## config.mk

```make
export PLATFORM = sky130hd
export DESIGN_NAME = fwd_sel_reg_flat
export DESIGN_NICKNAME = d
export VERILOG_FILES = /design/src/rtl/fwd_sel_if.sv /design/src/rtl/fwd_sel_reg.sv /design/src/flat_wrapper.sv
export SDC_FILE = /design/constraint.sdc
export NUM_CORES = 1
export LEC_CHECK = 0
export ABC_AREA = 1
export CAP_MARGIN = 30
export CORE_MARGIN = 8
export CORE_UTILIZATION = 40
export DETAILED_ROUTE_END_ITERATION = 12
export PLACE_DENSITY_LB_ADDON = 0.25
export SYNTH_ARGS = -nofsm -noshare
export SYNTH_HDL_FRONTEND = slang
export SYNTH_SLANG_ARGS = --single-unit
export TNS_END_PERCENT = 10
```

## constraint.sdc

```tcl
create_clock -name clk -period 2.6 [get_ports clk]
set_clock_uncertainty 0.15 [all_clocks]
set_input_delay 0.26 -clock clk [delete_from_list [all_inputs] [get_ports clk]]
set_output_delay 0.26 -clock clk [all_outputs]
set_load 0.02 [all_outputs]
```

## src/rtl/fwd_sel_if.sv

```systemverilog
// Operand-forwarding selector bundle: request, forwarding sources, and registered operand.
// FWD_SEL_STATS_EN adds the forward/stall counters to the bundle.
interface fwd_sel_if #(
   parameter int WIDTH = 32,
   parameter int NSRC  = 3,
   parameter int AW    = 5
);
   localparam int SW = $clog2(NSRC + 1);

   logic                  en;
   logic                  flush;
   logic [AW-1:0]         rd_addr;
   logic [WIDTH-1:0]      rf_data;
   logic [NSRC-1:0]       src_valid;
   logic [NSRC-1:0]       src_ready;
   logic [NSRC*AW-1:0]    src_addr;
   logic [NSRC*WIDTH-1:0] src_data;
   logic                  hazard;
   logic [WIDTH-1:0]      out_data;
   logic [AW-1:0]         out_addr;
   logic                  out_valid;
   logic [SW-1:0]         out_src;
`ifdef FWD_SEL_STATS_EN
   logic [15:0]           fwd_cnt;
   logic [15:0]           stall_cnt;

   modport master (
      output en, flush, rd_addr, rf_data, src_valid, src_ready, src_addr, src_data,
      input  hazard, out_data, out_addr, out_valid, out_src, fwd_cnt, stall_cnt
   );
   modport slave (
      input  en, flush, rd_addr, rf_data, src_valid, src_ready, src_addr, src_data,
      output hazard, out_data, out_addr, out_valid, out_src, fwd_cnt, stall_cnt
   );
`else
   modport master (
      output en, flush, rd_addr, rf_data, src_valid, src_ready, src_addr, src_data,
      input  hazard, out_data, out_addr, out_valid, out_src
   );
   modport slave (
      input  en, flush, rd_addr, rf_data, src_valid, src_ready, src_addr, src_data,
      output hazard, out_data, out_addr, out_valid, out_src
   );
`endif
endinterface

```

## src/rtl/fwd_sel_reg.sv

```systemverilog
// N-source operand forwarding selector with a stall/flush pipeline register.
// Optional FWD_SEL_STATS_EN adds saturating 16-bit fwd_cnt and stall_cnt counters.
module fwd_sel_reg #(
   parameter int WIDTH = 32,
   parameter int NSRC  = 3,
   parameter int AW    = 5
) (
   input logic      clk,
   input logic      reset,
   fwd_sel_if.slave bus
);
   localparam int SW = $clog2(NSRC + 1);

   typedef enum logic {LOAD, STALL} mode_e;

   logic             selFound;
   logic             selReady;
   logic [WIDTH-1:0] selData;
   logic [SW-1:0]    selSrc;
   mode_e            mode_d;

   logic [WIDTH-1:0] outData_q;
   logic [AW-1:0]    outAddr_q;
   logic             outValid_q;
   logic [SW-1:0]    outSrc_q;

   // Scanning from oldest to youngest lets the youngest match overwrite older ones.
   always_comb begin
      selFound = 1'b0;
      selReady = 1'b1;
      selData  = (bus.rd_addr == '0) ? '0 : bus.rf_data;
      selSrc   = '0;
      for (int i = NSRC - 1; i >= 0; i--) begin
         if (bus.src_valid[i] && (bus.src_addr[i*AW +: AW] == bus.rd_addr) &&
             (bus.rd_addr != '0)) begin
            selFound = 1'b1;
            selReady = bus.src_ready[i];
            selData  = bus.src_data[i*WIDTH +: WIDTH];
            selSrc   = SW'(i + 1);
         end
      end
   end

   assign bus.hazard = selFound & ~selReady;

   // A flush always wins, so the register only stalls on an unflushed hazard.
   always_comb begin
      mode_d = (bus.hazard && !bus.flush) ? STALL : LOAD;
   end

   // Pipeline register: flush bubble, else hold on stall, else load when advancing.
   always_ff @(posedge clk or posedge reset) begin
      if (reset) begin
         outData_q  <= '0;
         outAddr_q  <= '0;
         outValid_q <= 1'b0;
         outSrc_q   <= '0;
      end else if (bus.flush) begin
         outData_q  <= '0;
         outAddr_q  <= '0;
         outValid_q <= 1'b0;
         outSrc_q   <= '0;
      end else if (mode_d == LOAD && bus.en) begin
         outData_q  <= selData;
         outAddr_q  <= bus.rd_addr;
         outValid_q <= 1'b1;
         outSrc_q   <= selSrc;
      end
   end

   assign bus.out_data  = outData_q;
   assign bus.out_addr  = outAddr_q;
   assign bus.out_valid = outValid_q;
   assign bus.out_src   = outSrc_q;

`ifdef FWD_SEL_STATS_EN
   logic [15:0] fwdCnt_q;
   logic [15:0] stallCnt_q;

   // Counters saturate rather than wrap so long runs still read as "many".
   always_ff @(posedge clk or posedge reset) begin
      if (reset) begin
         fwdCnt_q   <= '0;
         stallCnt_q <= '0;
      end else begin
         if (!bus.flush && mode_d == LOAD && bus.en && selSrc != '0 &&
             fwdCnt_q != 16'hFFFF) begin
            fwdCnt_q <= fwdCnt_q + 16'd1;
         end
         if (mode_d == STALL && stallCnt_q != 16'hFFFF) begin
            stallCnt_q <= stallCnt_q + 16'd1;
         end
      end
   end

   assign bus.fwd_cnt   = fwdCnt_q;
   assign bus.stall_cnt = stallCnt_q;
`endif
endmodule
```

## src/flat_wrapper.sv

```systemverilog
// flat-port wrapper written by rule: the top's interface ports become plain ports
module fwd_sel_reg_flat 
#(
   parameter int WIDTH = 32,
   parameter int NSRC  = 3,
   parameter int AW    = 5
)
  (clk, reset, bus_en, bus_flush, bus_rd_addr, bus_rf_data, bus_src_valid, bus_src_ready, bus_src_addr, bus_src_data, bus_hazard, bus_out_data, bus_out_addr, bus_out_valid, bus_out_src);
  fwd_sel_if #(.WIDTH(WIDTH), .NSRC(NSRC), .AW(AW)) bus_i ();
  input logic clk;
  input logic reset;
  input wire logic [$bits(bus_i.en)-1:0] bus_en;
  input wire logic [$bits(bus_i.flush)-1:0] bus_flush;
  input wire logic [$bits(bus_i.rd_addr)-1:0] bus_rd_addr;
  input wire logic [$bits(bus_i.rf_data)-1:0] bus_rf_data;
  input wire logic [$bits(bus_i.src_valid)-1:0] bus_src_valid;
  input wire logic [$bits(bus_i.src_ready)-1:0] bus_src_ready;
  input wire logic [$bits(bus_i.src_addr)-1:0] bus_src_addr;
  input wire logic [$bits(bus_i.src_data)-1:0] bus_src_data;
  output wire logic [$bits(bus_i.hazard)-1:0] bus_hazard;
  output wire logic [$bits(bus_i.out_data)-1:0] bus_out_data;
  output wire logic [$bits(bus_i.out_addr)-1:0] bus_out_addr;
  output wire logic [$bits(bus_i.out_valid)-1:0] bus_out_valid;
  output wire logic [$bits(bus_i.out_src)-1:0] bus_out_src;
  assign bus_i.en = bus_en;
  assign bus_i.flush = bus_flush;
  assign bus_i.rd_addr = bus_rd_addr;
  assign bus_i.rf_data = bus_rf_data;
  assign bus_i.src_valid = bus_src_valid;
  assign bus_i.src_ready = bus_src_ready;
  assign bus_i.src_addr = bus_src_addr;
  assign bus_i.src_data = bus_src_data;
  assign bus_hazard = bus_i.hazard;
  assign bus_out_data = bus_i.out_data;
  assign bus_out_addr = bus_i.out_addr;
  assign bus_out_valid = bus_i.out_valid;
  assign bus_out_src = bus_i.out_src;
  fwd_sel_reg #(.WIDTH(WIDTH), .NSRC(NSRC), .AW(AW)) u_core (.clk(clk), .reset(reset), .bus(bus_i));
endmodule
```

==> flow_results.xml, run 1 <==
<?xml version="1.0" encoding="UTF-8"?>
<metrics>
  <group name="grt">
    <metric name="global_route_wire_length_before_repair" unit="µm">21990</metric>
    <metric name="gr-total-overflow" unit="">0</metric>
    <metric name="vias_in_the_first_global_route" unit="">4448</metric>
    <metric name="grt_max_degree" unit="">79</metric>
    <metric name="grt_util_all_layers" unit="%">21.42</metric>
    <metric name="number_of_antenna_violations_at_the_first_check_in_global_routing" unit="">0</metric>
  </group>
  <group name="critical_path">
    <metric name="r2r_start" unit="">u_core.bus.out_data[22]$_DFFE_PP0P_</metric>
    <metric name="r2r_slack" unit="ns">1.79</metric>
    <metric name="critical_path.max_fanout" unit="">6</metric>
    <metric name="crit-reg2reg-capture" unit="">u_core.bus.out_data[22]$_DFFE_PP0P_</metric>
    <metric name="worstRegToRegCells" unit="">2</metric>
    <metric name="worstSetupEndpointType" unit="">primary output</metric>
    <metric name="worst_ep_arrival_time" unit="ns">2.03</metric>
    <metric name="cp-start-kind" unit="">input port</metric>
    <metric name="cp-endpoint" unit="">bus_hazard</metric>
    <metric name="critical_path_class" unit="">in -&gt; out</metric>
    <metric name="required" unit="ns">2.19</metric>
    <metric name="startpoint" unit="">bus_rd_addr[2]</metric>
  </group>
  <group name="place">
    <metric name="gpl.final_weighted_congestion" unit="">0.8892</metric>
    <metric name="port_buffers" unit="">198</metric>
    <metric name="dp_slack" unit="ns">-0.1960</metric>
    <metric name="dp_hpwl" unit="µm">10690</metric>
  </group>
  <group name="timing">
    <metric name="final_critical_path_setup_slack" unit="ns">0.1648</metric>
    <metric name="max_freq" unit="MHz">410.6</metric>
    <metric name="slew_of_the_pin_with_the_lowest_slew_margin" unit="ns">0.8924</metric>
    <metric name="rsz0062_at_grt" unit="">false</metric>
    <metric name="post_layout_min_period" unit="ns">2.435</metric>
    <metric name="number_of_setup_violations_in_the_final_report" unit="">0</metric>
    <metric name="setup-tns-final" unit="ns">0</metric>
    <metric name="hold_ws" unit="ns">0.3177</metric>
    <metric name="hold_violations" unit="">0</metric>
    <metric name="timing.final.crit_share" unit="%">93.66</metric>
    <metric name="worst_slew_margin_rel" unit="%">40.51</metric>
    <metric name="timing_max_transition_violations_final" unit="">0</metric>
  </group>
  <group name="yosys">
    <metric name="synth_sequential_area_ratio" unit="%">27.36</metric>
    <metric name="muxShareOfSynthArea" unit="%">0</metric>
    <metric name="synth_fp_nets" unit="">737</metric>
    <metric name="post_synthesis_mean_instance_area" unit="µm²">6.319</metric>
    <metric name="share_of_the_synthesized_area_in_compound_gates_ao_oa_aoi_oai" unit="%">5.233</metric>
    <metric name="largest_family_of_logic_cells_by_synthesized_area" unit="">simple AND/OR/NAND/NOR gates</metric>
    <metric name="synth.ff_latch_count" unit="">40</metric>
    <metric name="synthXorXnorAreaFrac" unit="%">0.9576</metric>
    <metric name="synthAdderAreaFrac" unit="%">0</metric>
    <metric name="distinct_cell_type_count_after_synthesis" unit="">29</metric>
    <metric name="post_syn_area" unit="µm²">3659</metric>
    <metric name="synthCells" unit="">579</metric>
    <metric name="synthSimpleGateAreaFrac" unit="%">53.73</metric>
    <metric name="synth_warnings" unit="">0</metric>
  </group>
  <group name="clock_tree">
    <metric name="postCtsHoldBufs" unit="">0</metric>
    <metric name="clk_transition_reported_paths" unit="ns">0.08</metric>
    <metric name="clock_tree.root_cell" unit="">clkbuf_8</metric>
    <metric name="total_clock_buffers_created_by_cts" unit="">5</metric>
    <metric name="cts_tree" unit="">yes</metric>
    <metric name="number_of_buffers_on_the_longest_clock_path" unit="">2</metric>
    <metric name="clock_tree.htree_level_count" unit="">2</metric>
    <metric name="clock_insertion_delay_worst_skew" unit="ns">0.29</metric>
    <metric name="clock_sink_count" unit="">40</metric>
  </group>
  <group name="floorplan">
    <metric name="die_x" unit="µm">111.6</metric>
    <metric name="fp-row-count" unit="">35</metric>
    <metric name="fp.coreArea" unit="µm²">9065</metric>
    <metric name="ios" unit="">199</metric>
    <metric name="die_y" unit="µm">111.6</metric>
    <metric name="initial_cell_density_of_the_core" unit="%">40.36</metric>
    <metric name="floorplan.die_area" unit="µm²">12460</metric>
  </group>
  <group name="detailed_routing">
    <metric name="avgViaCountPerCell" unit="">5.093</metric>
    <metric name="wirelength" unit="µm">13790</metric>
    <metric name="routedWlPerCell" unit="µm">15.76</metric>
    <metric name="detail-route-antenna-nets" unit="">0</metric>
    <metric name="dr.first_iter.drc_count" unit="">311</metric>
    <metric name="vias" unit="">4456</metric>
    <metric name="detail_route.drc_violations" unit="">0</metric>
    <metric name="drtPass1Iterations" unit="">5</metric>
  </group>
  <group name="hold_path">
    <metric name="holdCritPathClass" unit="">in -&gt; async</metric>
  </group>
  <group name="cells_and_area">
    <metric name="multiInputGateArea" unit="µm²">2195</metric>
    <metric name="final_layout_size_suffix_gt1_share" unit="%">8.246</metric>
    <metric name="layout_common_cells" unit="">199 x nand2_1, 196 x clkdlybuf4s50_1, 134 x nand3_1</metric>
    <metric name="ant_cells" unit="">0</metric>
    <metric name="final_common_cell" unit="">nand2_1</metric>
    <metric name="ff_latch_area" unit="µm²">1001</metric>
    <metric name="syn2layout_area_growth" unit="%">61.25</metric>
    <metric name="fill_cells" unit="">817</metric>
    <metric name="utilization" unit="%">65.08</metric>
    <metric name="design.final.nets" unit="">921</metric>
  </group>
  <group name="power_and_ir_drop">
    <metric name="vdd_ir_drop_max" unit="mV">0.1912</metric>
    <metric name="p_total" unit="µW">1967</metric>
    <metric name="power.leakage" unit="µW">0.003025</metric>
    <metric name="pwr_density_cell" unit="nW/µm²">333.4</metric>
  </group>
  <group name="flow_run">
    <metric name="drv.max_cap_violation_count" unit="">0</metric>
  </group>
  <group name="outcome">
    <metric name="status" unit="">finished, final reports clean</metric>
  </group>
</metrics>
logic make-up after synthesis:
group	after synthesis
AO/OA/AOI/OAI	36
XOR/XNOR	4
buffers and inverters	99
flip-flops	40
AND/OR/NAND/NOR	400
layer usage:
metal | routed length [µm] | up-vias | global-route usage [%]
li1 | - | 2228 | -
met1 | 5660 | 2006 | 25.26
met2 | 6802 | 206 | 37.48
met3 | 1064 | 16 | 5.411
met4 | 260 | 0 | 6.016
met5 | 0 | - | 0
how the worst min path moves through the flow:
stage,slack (ns),cells after the start,startpoint,end
6_report,0.32,2,reset,u_core.bus.out_data[14]$_DFFE_PP0P_
5_1_grt,0.39,3,bus_rd_addr[0],u_core.bus.out_addr[0]$_DFFE_PP0P_
4_1_cts,0.35,3,bus_rd_addr[0],u_core.bus.out_addr[0]$_DFFE_PP0P_
3_5_place_dp,0.34,2,u_core.bus.out_addr[2]$_DFFE_PP0P_,u_core.bus.out_addr[2]$_DFFE_PP0P_
3_3_place_gp,0.33,2,u_core.bus.out_valid$_DFFE_PP0P_,u_core.bus.out_valid$_DFFE_PP0P_
2_1_floorplan,0.18,1,bus_flush,u_core.bus.out_valid$_DFFE_PP0P_
synth_stat cells, drive strengths merged:
library cell  count  area, µm²
nand2           205      804.5
nand3           146      798.3
inv              52      195.2
dfrtp            40       1001
o21ai            34      170.2
buf              33      212.7
nand3b           33      247.7
nor2             14      91.34
clkbuf           11      41.29
clkinv            3      16.27
xnor2             3      26.28
a21oi             2      21.27
nor3              1      5.000
nor3b             1      18.77
xor2              1      8.760
flip-flops by register name, summed over array words and instances, names as in the netlist:
signal                flops
u_core.bus.out_valid      1
u_core.bus.out_data      32
u_core.bus.out_src        2
u_core.bus.out_addr       5
metrics by stage:
stage	cell area (µm²)	instances
finish	5899	875
global route	5899	875
CTS	5897	875
detailed placement	5786	867
global placement	5786	867
floorplan	3659	579
repair_timing:
action / 4_1_cts / 5_1_grt
setup endpoints to repair: 1 / 1
pin swaps: 0 / 0
buffers inserted: 0 / 0
resized for setup: 3 / 2
endpoints found under the hold margin: 0 / 0
critical path: stages:
cell             delay (ns)
clkdlybuf4s50_1        0.59
inv_1                  0.10
nand2_1                0.08
nand2_1                0.06
nor2_1                 0.08
nand2_1                0.13
nor2_8                 0.11
nand3_2                0.10
nand3_4                0.09
nand2_4                0.05
inv_1                  0.05
dlygate4sd2_1          0.33
cell type report:
cell class / count / share of cell area [%]
clock inverter: 3 / 0.7211
multi-input combinational: 440 / 37.20
sequential: 40 / 16.97
inverter: 55 / 3.627
timing repair buffer: 221 / 37.96
clock buffer: 5 / 1.166
tap: 111 / 2.354
power by group:
group	total (µW)	internal (µW)	switching (µW)
clock network	519	284	234
logic	754	414	341
registers	694	665	28.5
Power figures use the tool's default switching activity.
==> inputs of run 2 (changes only) <==
Settings changed: SLEW_MARGIN from default to 5.
==> run 2 against run 1 <==
Die area unchanged. Critical path type unchanged. Combinational power is 0.7% higher. Routed wire length about the same. Clock-buffer cell count did not move. Worst setup slack worse by 0.0053 ns. Worst hold slack better by 0.035 ns. Final area is 0.51% higher. Via count down 0.27%. Fmax down 0.22%. Sequential share of layout area fell by 0.086 points. Non-clock buffer count grew 2. Core utilization is 0.33 points higher.
==> flow_results.xml, run 2 (synthesis gave the netlist of run 1 again) <==
<?xml version="1.0" encoding="UTF-8"?>
<metrics>
  <group name="cells_and_area">
    <metric name="ant_cells" unit="">0</metric>
    <metric name="final_layout_size_suffix_gt1_share" unit="%">8.355</metric>
    <metric name="layout_common_cells" unit="">199 x nand2_1, 196 x clkdlybuf4s50_1, 134 x nand3_1</metric>
    <metric name="count_of_non_filler_cells_in_the_finished_layout" unit="">877</metric>
    <metric name="syn2layout_area_growth" unit="%">62.07</metric>
    <metric name="design.final.nets" unit="">923</metric>
    <metric name="final_common_cell" unit="">nand2_1</metric>
    <metric name="max_reg_flops" unit="">32</metric>
  </group>
  <group name="power_and_ir_drop">
    <metric name="p_total" unit="µW">1974</metric>
    <metric name="pwr_density_cell" unit="nW/µm²">332.9</metric>
    <metric name="power.leakage" unit="µW">0.003039</metric>
    <metric name="vdd_ir_drop_max" unit="mV">0.1952</metric>
  </group>
  <group name="timing">
    <metric name="timing_max_transition_violations_final" unit="">0</metric>
    <metric name="slew_of_the_pin_with_the_lowest_slew_margin" unit="ns">0.3721</metric>
    <metric name="timing.final.crit_share" unit="%">93.86</metric>
    <metric name="number_of_setup_violations_in_the_final_report" unit="">0</metric>
    <metric name="rsz0062_at_grt" unit="">false</metric>
    <metric name="hold_ws" unit="ns">0.3527</metric>
    <metric name="worst_slew_margin_rel" unit="%">75.19</metric>
    <metric name="hold_violations" unit="">0</metric>
    <metric name="post_layout_min_period" unit="ns">2.440</metric>
    <metric name="max_freq" unit="MHz">409.8</metric>
  </group>
  <group name="detailed_routing">
    <metric name="detail_route.drc_violations" unit="">0</metric>
    <metric name="wirelength" unit="µm">13790</metric>
    <metric name="dr.first_iter.drc_count" unit="">359</metric>
    <metric name="drtPass1Iterations" unit="">6</metric>
    <metric name="detail-route-antenna-nets" unit="">0</metric>
    <metric name="vias" unit="">4444</metric>
    <metric name="routedWlPerCell" unit="µm">15.73</metric>
    <metric name="avgViaCountPerCell" unit="">5.067</metric>
  </group>
  <group name="critical_path">
    <metric name="required" unit="ns">2.19</metric>
    <metric name="critical_path_class" unit="">in -&gt; out</metric>
    <metric name="path_common_cell" unit="">nand2_1</metric>
    <metric name="critPathSlowestCell" unit="">clkdlybuf4s50_1</metric>
    <metric name="path_cells" unit="">clkdlybuf4s50_1, inv_1, nand2_1, nand2_1, nor2_1, nand2_1, nor2_8, nand3_2, nand3_4, nand2_4, inv_1, dlygate4sd2_1</metric>
    <metric name="r2r_start" unit="">u_core.bus.out_data[22]$_DFFE_PP0P_</metric>
    <metric name="worstSetupEndpointType" unit="">primary output</metric>
    <metric name="worst_ep_arrival_time" unit="ns">2.03</metric>
    <metric name="startpoint" unit="">bus_rd_addr[2]</metric>
    <metric name="critical_path.max_fanout" unit="">6</metric>
    <metric name="cp-start-kind" unit="">input port</metric>
    <metric name="critPathMaxStageDelay" unit="ns">0.59</metric>
  </group>
  <group name="grt">
    <metric name="gr-total-overflow" unit="">0</metric>
    <metric name="global_route_wire_length_before_repair" unit="µm">21990</metric>
    <metric name="grt_max_degree" unit="">79</metric>
    <metric name="vias_in_the_first_global_route" unit="">4448</metric>
    <metric name="grt_util_all_layers" unit="%">21.42</metric>
    <metric name="number_of_antenna_violations_at_the_first_check_in_global_routing" unit="">0</metric>
  </group>
  <group name="clock_tree">
    <metric name="total_clock_buffers_created_by_cts" unit="">5</metric>
    <metric name="clk_transition_reported_paths" unit="ns">0.08</metric>
    <metric name="clock_sink_count" unit="">40</metric>
    <metric name="clock_insertion_delay_worst_skew" unit="ns">0.29</metric>
    <metric name="number_of_buffers_on_the_longest_clock_path" unit="">2</metric>
    <metric name="cts_tree" unit="">yes</metric>
    <metric name="clock_tree.root_cell" unit="">clkbuf_8</metric>
    <metric name="cts_setup_buffers" unit="">0</metric>
    <metric name="clock_tree.htree_level_count" unit="">2</metric>
  </group>
  <group name="floorplan">
    <metric name="die_y" unit="µm">111.6</metric>
    <metric name="die_x" unit="µm">111.6</metric>
    <metric name="fp-row-count" unit="">35</metric>
    <metric name="floorplan.die_area" unit="µm²">12460</metric>
    <metric name="ios" unit="">199</metric>
    <metric name="fp.coreArea" unit="µm²">9065</metric>
    <metric name="initial_cell_density_of_the_core" unit="%">40.36</metric>
  </group>
  <group name="place">
    <metric name="dp_hpwl" unit="µm">10690</metric>
    <metric name="gpl.final_weighted_congestion" unit="">0.8892</metric>
    <metric name="placed_cells" unit="">867</metric>
    <metric name="port_buffers" unit="">198</metric>
  </group>
  <group name="hold_path">
    <metric name="holdCritPathClass" unit="">in -&gt; reg</metric>
    <metric name="min-delay-start" unit="">bus_rd_addr[0]</metric>
  </group>
  <group name="outcome">
    <metric name="status" unit="">finished, final reports clean</metric>
  </group>
  <group name="flow_run">
    <metric name="drv.max_cap_violation_count" unit="">0</metric>
  </group>
</metrics>
==> run 2: area by class of cell <==
class | instances | area [µm²]
well taps | 111 | 138.9
flip-flops and latches | 40 | 1001
clock buffers | 5 | 68.82
clock inverters | 3 | 42.54
multi-input cells | 440 | 2195
inverters | 55 | 214.0
repair buffers | 223 | 2270
fillers | 814 | 3136
==> run 2: per-stage QoR <==
step                      cell area (µm²)  utilization, %  setup WS (ns)  setup TNS, ns
after floorplan                      3659               -         0.8743              0
after global placement               5786           63.82        -0.1031        -0.3695
after detailed placement             5786           63.82        -0.1960         -3.494
after CTS                            5897           65.05         0.1533              0
after global routing                 5929           65.41       0.008323              0
final                                5929           65.41         0.1596              0
==> run 2: final timing paths <==
kind	endpoint	slack, ns	cells past startpoint
worst max-delay path	bus_hazard	0.16	12
worst min-delay path	u_core.bus.out_addr[0]$_DFFE_PP0P_	0.35	3
worst max register to register	u_core.bus.out_data[22]$_DFFE_PP0P_	1.79	2
worst min register to register	u_core.bus.out_addr[2]$_DFFE_PP0P_	0.36	2
max in group asynchronous	u_core.bus.out_data[11]$_DFFE_PP0P_	1.36	4
min in group asynchronous	u_core.bus.out_data[16]$_DFFE_PP0P_	0.54	3
==> run 2: worst max-delay path: cells and delay by family <==
kind	cells	cell delay [ns]
buffers and inverters	4	1.07
and+or+nand+nor	8	0.70
==> run 2: repair_timing <==
action,4_1_cts,5_1_grt
cloned,0,0
gates resized for setup,3,2
endpoints found under the setup margin,1,1
endpoints found under the hold margin,0,1
hold buffers,0,1
==> run 2: per-layer routing <==
metal / part of all wire (%) / track usage (%) / vias to the layer above / wire length (µm)
li1: - / - / 2233 / -
met1: 41 / 25.26 / 1981 / 5604
met2: 49 / 37.48 / 210 / 6771
met3: 8.0 / 5.411 / 20 / 1104
met4: 2.3 / 6.016 / 0 / 312
met5: 0 / 0 / - / 0
==> run 2: where the power goes <==
group | switching [µW] | internal [µW] | leakage [µW]
combinational | 342 | 418 | 0.00245
clock | 237 | 284 | 0.0000541
sequential | 28.4 | 665 | 0.000534
==> inputs of run 3 (changes only) <==
Settings changed: CORE_ASPECT_RATIO from default to 1.1, CORE_UTILIZATION 40 to 25.
==> run 3 against run 2 <==
Critical path depth rose by 3. Die area rose by 51%. Worst setup slack got worse by 0.0066 ns. Clock-buffer cell count did not move. Register-to-register slack barely moved. Combinational power rose by 0.7%. Fmax fell by 0.27%. Power rose by 14%. Routed wire length rose by 12%. Sequential power barely moved. First-iteration DRC count fell by 48%. Via count fell by 0.43%.
==> flow_results.xml, run 3 (synthesis gave the netlist of run 1 again) <==
<?xml version="1.0" encoding="UTF-8"?>
<metrics>
  <group name="critical_path">
    <metric name="r2r_slack" unit="ns">1.79</metric>
    <metric name="required" unit="ns">2.66</metric>
    <metric name="critical_path.max_fanout" unit="">21</metric>
    <metric name="critPathMaxStageDelay" unit="ns">0.58</metric>
    <metric name="path_cells" unit="">clkdlybuf4s50_1, inv_1, nand2_1, nand2_1, nor2_1, nand2_1, nor2_8, buf_4, inv_2, buf_12, nand3_1, nand2_1, o21ai_0, nand3_1, nand2_1</metric>
    <metric name="worst_ep_arrival_time" unit="ns">2.51</metric>
    <metric name="critPathSlowestCell" unit="">clkdlybuf4s50_1</metric>
    <metric name="cp-start-kind" unit="">input port</metric>
    <metric name="path_common_cell" unit="">nand2_1</metric>
    <metric name="critical_path_class" unit="">in -&gt; reg</metric>
    <metric name="worstSetupEndpointType" unit="">flop</metric>
  </group>
  <group name="outcome">
    <metric name="status" unit="">finished, final reports clean</metric>
  </group>
  <group name="cells_and_area">
    <metric name="layout_common_cells" unit="">199 x nand2_1, 197 x clkdlybuf4s50_1, 134 x nand3_1</metric>
    <metric name="max_reg_flops" unit="">32</metric>
    <metric name="final_layout_size_suffix_gt1_share" unit="%">8.475</metric>
    <metric name="final_common_cell" unit="">nand2_1</metric>
    <metric name="syn2layout_area_growth" unit="%">67.10</metric>
    <metric name="ant_cells" unit="">0</metric>
    <metric name="design.final.nets" unit="">925</metric>
    <metric name="count_of_non_filler_cells_in_the_finished_layout" unit="">959</metric>
  </group>
  <group name="clock_tree">
    <metric name="total_clock_buffers_created_by_cts" unit="">5</metric>
    <metric name="number_of_buffers_on_the_longest_clock_path" unit="">2</metric>
    <metric name="cts_tree" unit="">yes</metric>
    <metric name="clock_insertion_delay_worst_skew" unit="ns">0.27</metric>
    <metric name="clock_tree.root_cell" unit="">clkbuf_16</metric>
    <metric name="clk_transition_reported_paths" unit="ns">0.06</metric>
    <metric name="clock_tree.htree_level_count" unit="">2</metric>
    <metric name="clock_sink_count" unit="">40</metric>
  </group>
  <group name="floorplan">
    <metric name="ios" unit="">199</metric>
    <metric name="fp.coreArea" unit="µm²">14390</metric>
    <metric name="floorplan.die_area" unit="µm²">18770</metric>
    <metric name="initial_cell_density_of_the_core" unit="%">25.43</metric>
    <metric name="die_x" unit="µm">131.3</metric>
    <metric name="die_y" unit="µm">142.9</metric>
    <metric name="fp-row-count" unit="">46</metric>
  </group>
  <group name="detailed_routing">
    <metric name="vias" unit="">4425</metric>
    <metric name="avgViaCountPerCell" unit="">4.614</metric>
    <metric name="detail_route.drc_violations" unit="">0</metric>
    <metric name="wirelength" unit="µm">15420</metric>
    <metric name="routedWlPerCell" unit="µm">16.08</metric>
    <metric name="detail-route-antenna-nets" unit="">0</metric>
    <metric name="drtPass1Iterations" unit="">4</metric>
    <metric name="dr.first_iter.drc_count" unit="">188</metric>
  </group>
  <group name="timing">
    <metric name="timing.final.crit_share" unit="%">94.12</metric>
    <metric name="hold_ws" unit="ns">0.1845</metric>
    <metric name="number_of_setup_violations_in_the_final_report" unit="">0</metric>
    <metric name="hold_violations" unit="">0</metric>
    <metric name="post_layout_min_period" unit="ns">2.447</metric>
    <metric name="worst_slew_margin_rel" unit="%">64.95</metric>
    <metric name="slew_of_the_pin_with_the_lowest_slew_margin" unit="ns">0.5250</metric>
    <metric name="setup-tns-final" unit="ns">0</metric>
    <metric name="max_freq" unit="MHz">408.7</metric>
    <metric name="rsz0062_at_grt" unit="">false</metric>
    <metric name="timing_max_transition_violations_final" unit="">0</metric>
  </group>
  <group name="power_and_ir_drop">
    <metric name="pwr_density_cell" unit="nW/µm²">366.7</metric>
    <metric name="seq_power_share" unit="%">31.1</metric>
    <metric name="power.leakage" unit="µW">0.003085</metric>
    <metric name="vdd_ir_drop_max" unit="mV">0.3067</metric>
    <metric name="p_total" unit="µW">2242</metric>
    <metric name="share_comb_of_total_power" unit="%">34.1</metric>
    <metric name="power_switching" unit="µW">614.3</metric>
    <metric name="internal_cell_power" unit="µW">1628</metric>
    <metric name="clkPwrFrac" unit="%">34.9</metric>
    <metric name="net_switching_fraction_of_the_power" unit="%">27.40</metric>
  </group>
  <group name="hold_path">
    <metric name="holdCritPathClass" unit="">in -&gt; async</metric>
  </group>
  <group name="grt">
    <metric name="global_route_wire_length_before_repair" unit="µm">24140</metric>
    <metric name="gr-total-overflow" unit="">0</metric>
    <metric name="vias_in_the_first_global_route" unit="">4652</metric>
    <metric name="grt_util_all_layers" unit="%">15.87</metric>
    <metric name="number_of_antenna_violations_at_the_first_check_in_global_routing" unit="">0</metric>
    <metric name="grt_max_degree" unit="">41</metric>
  </group>
  <group name="flow_run">
    <metric name="drv.max_cap_violation_count" unit="">0</metric>
  </group>
  <group name="place">
    <metric name="port_buffers" unit="">198</metric>
    <metric name="placed_cells" unit="">951</metric>
    <metric name="gpl.final_weighted_congestion" unit="">0.8341</metric>
    <metric name="dp_hpwl" unit="µm">11950</metric>
  </group>
</metrics>
## run 3: changes by cell type in the layout (fill, tap and decap cells not counted), sizes merged
| cell | delta |
|---|---|
| dlygate4sd3 | -1 |
| dlygate4sd2 | -1 |
| buf | +3 |
| clkdlybuf4s50 | +1 |
| clkinv | -1 |
| clkinvlp | -1 |
| bufinv | +1 |
## run 3: power groups by stage
stage                     Clock (µW)  Sequential (µW)  Combinational (µW)
after floorplan                    0              757                 281
after global placement             0              707                 762
after detailed placement           0              707                 769
after CTS                        807              697                 770
after global routing             833              701                 831
final                            781              697                 764
## run 3: layout make-up
type,count,area (µm²)
clock inverter,2,60.06
clock buffer,5,125.1
inverter,55,211.5
tap,192,240.2
multi-input combinational,440,2192
timing repair buffer,225,2283
fill,1480,8275
sequential,40,1001
## run 3: metrics by stage
stage	instance area [µm²]	utilization, %	setup slack (ns)
final	6113	42.49	0.1530
after global routing	6113	42.49	0.001994
after CTS	6093	42.35	0.1336
after detailed placement	5909	41.07	-0.1574
after global placement	5909	41.07	-0.1069
after floorplan	3659	-	0.8743
## run 3: metal layers
| layer | track usage, % | routed length [µm] | vias to the layer above |
|---|---|---|---|
| met5 | 0 | 0 | - |
| met4 | 4.537 | 205 | 0 |
| met3 | 3.619 | 863 | 10 |
| met2 | 29.98 | 8343 | 124 |
| met1 | 17.36 | 6004 | 2055 |
| li1 | - | - | 2236 |
## run 3: critical path: cells and delay by family
family | cells | cell delay (ns)
buf+inv | 5 | 1.30
simple gates | 9 | 0.74
compound gates | 1 | 0.18
## run 3: worst paths after layout
check,cells past startpoint,endpoint,startpoint
min in group clk,2,u_core.bus.out_addr[2]$_DFFE_PP0P_,u_core.bus.out_addr[2]$_DFFE_PP0P_
hold reg to reg,2,u_core.bus.out_addr[2]$_DFFE_PP0P_,u_core.bus.out_addr[2]$_DFFE_PP0P_
max in group asynchronous,3,u_core.bus.out_data[5]$_DFFE_PP0P_,reset
setup / recovery,15,u_core.bus.out_data[17]$_DFFE_PP0P_,bus_rd_addr[4]
setup reg to reg,2,u_core.bus.out_valid$_DFFE_PP0P_,u_core.bus.out_valid$_DFFE_PP0P_
hold / removal,3,u_core.bus.out_addr[4]$_DFFE_PP0P_,reset
## run 3: what timing repair did
action / in CTS / in global routing
endpoints found under the setup margin: 1 / 0
gates resized for setup: 1 / 0
hold buffers: 0 / 0
setup buffers: 0 / 0
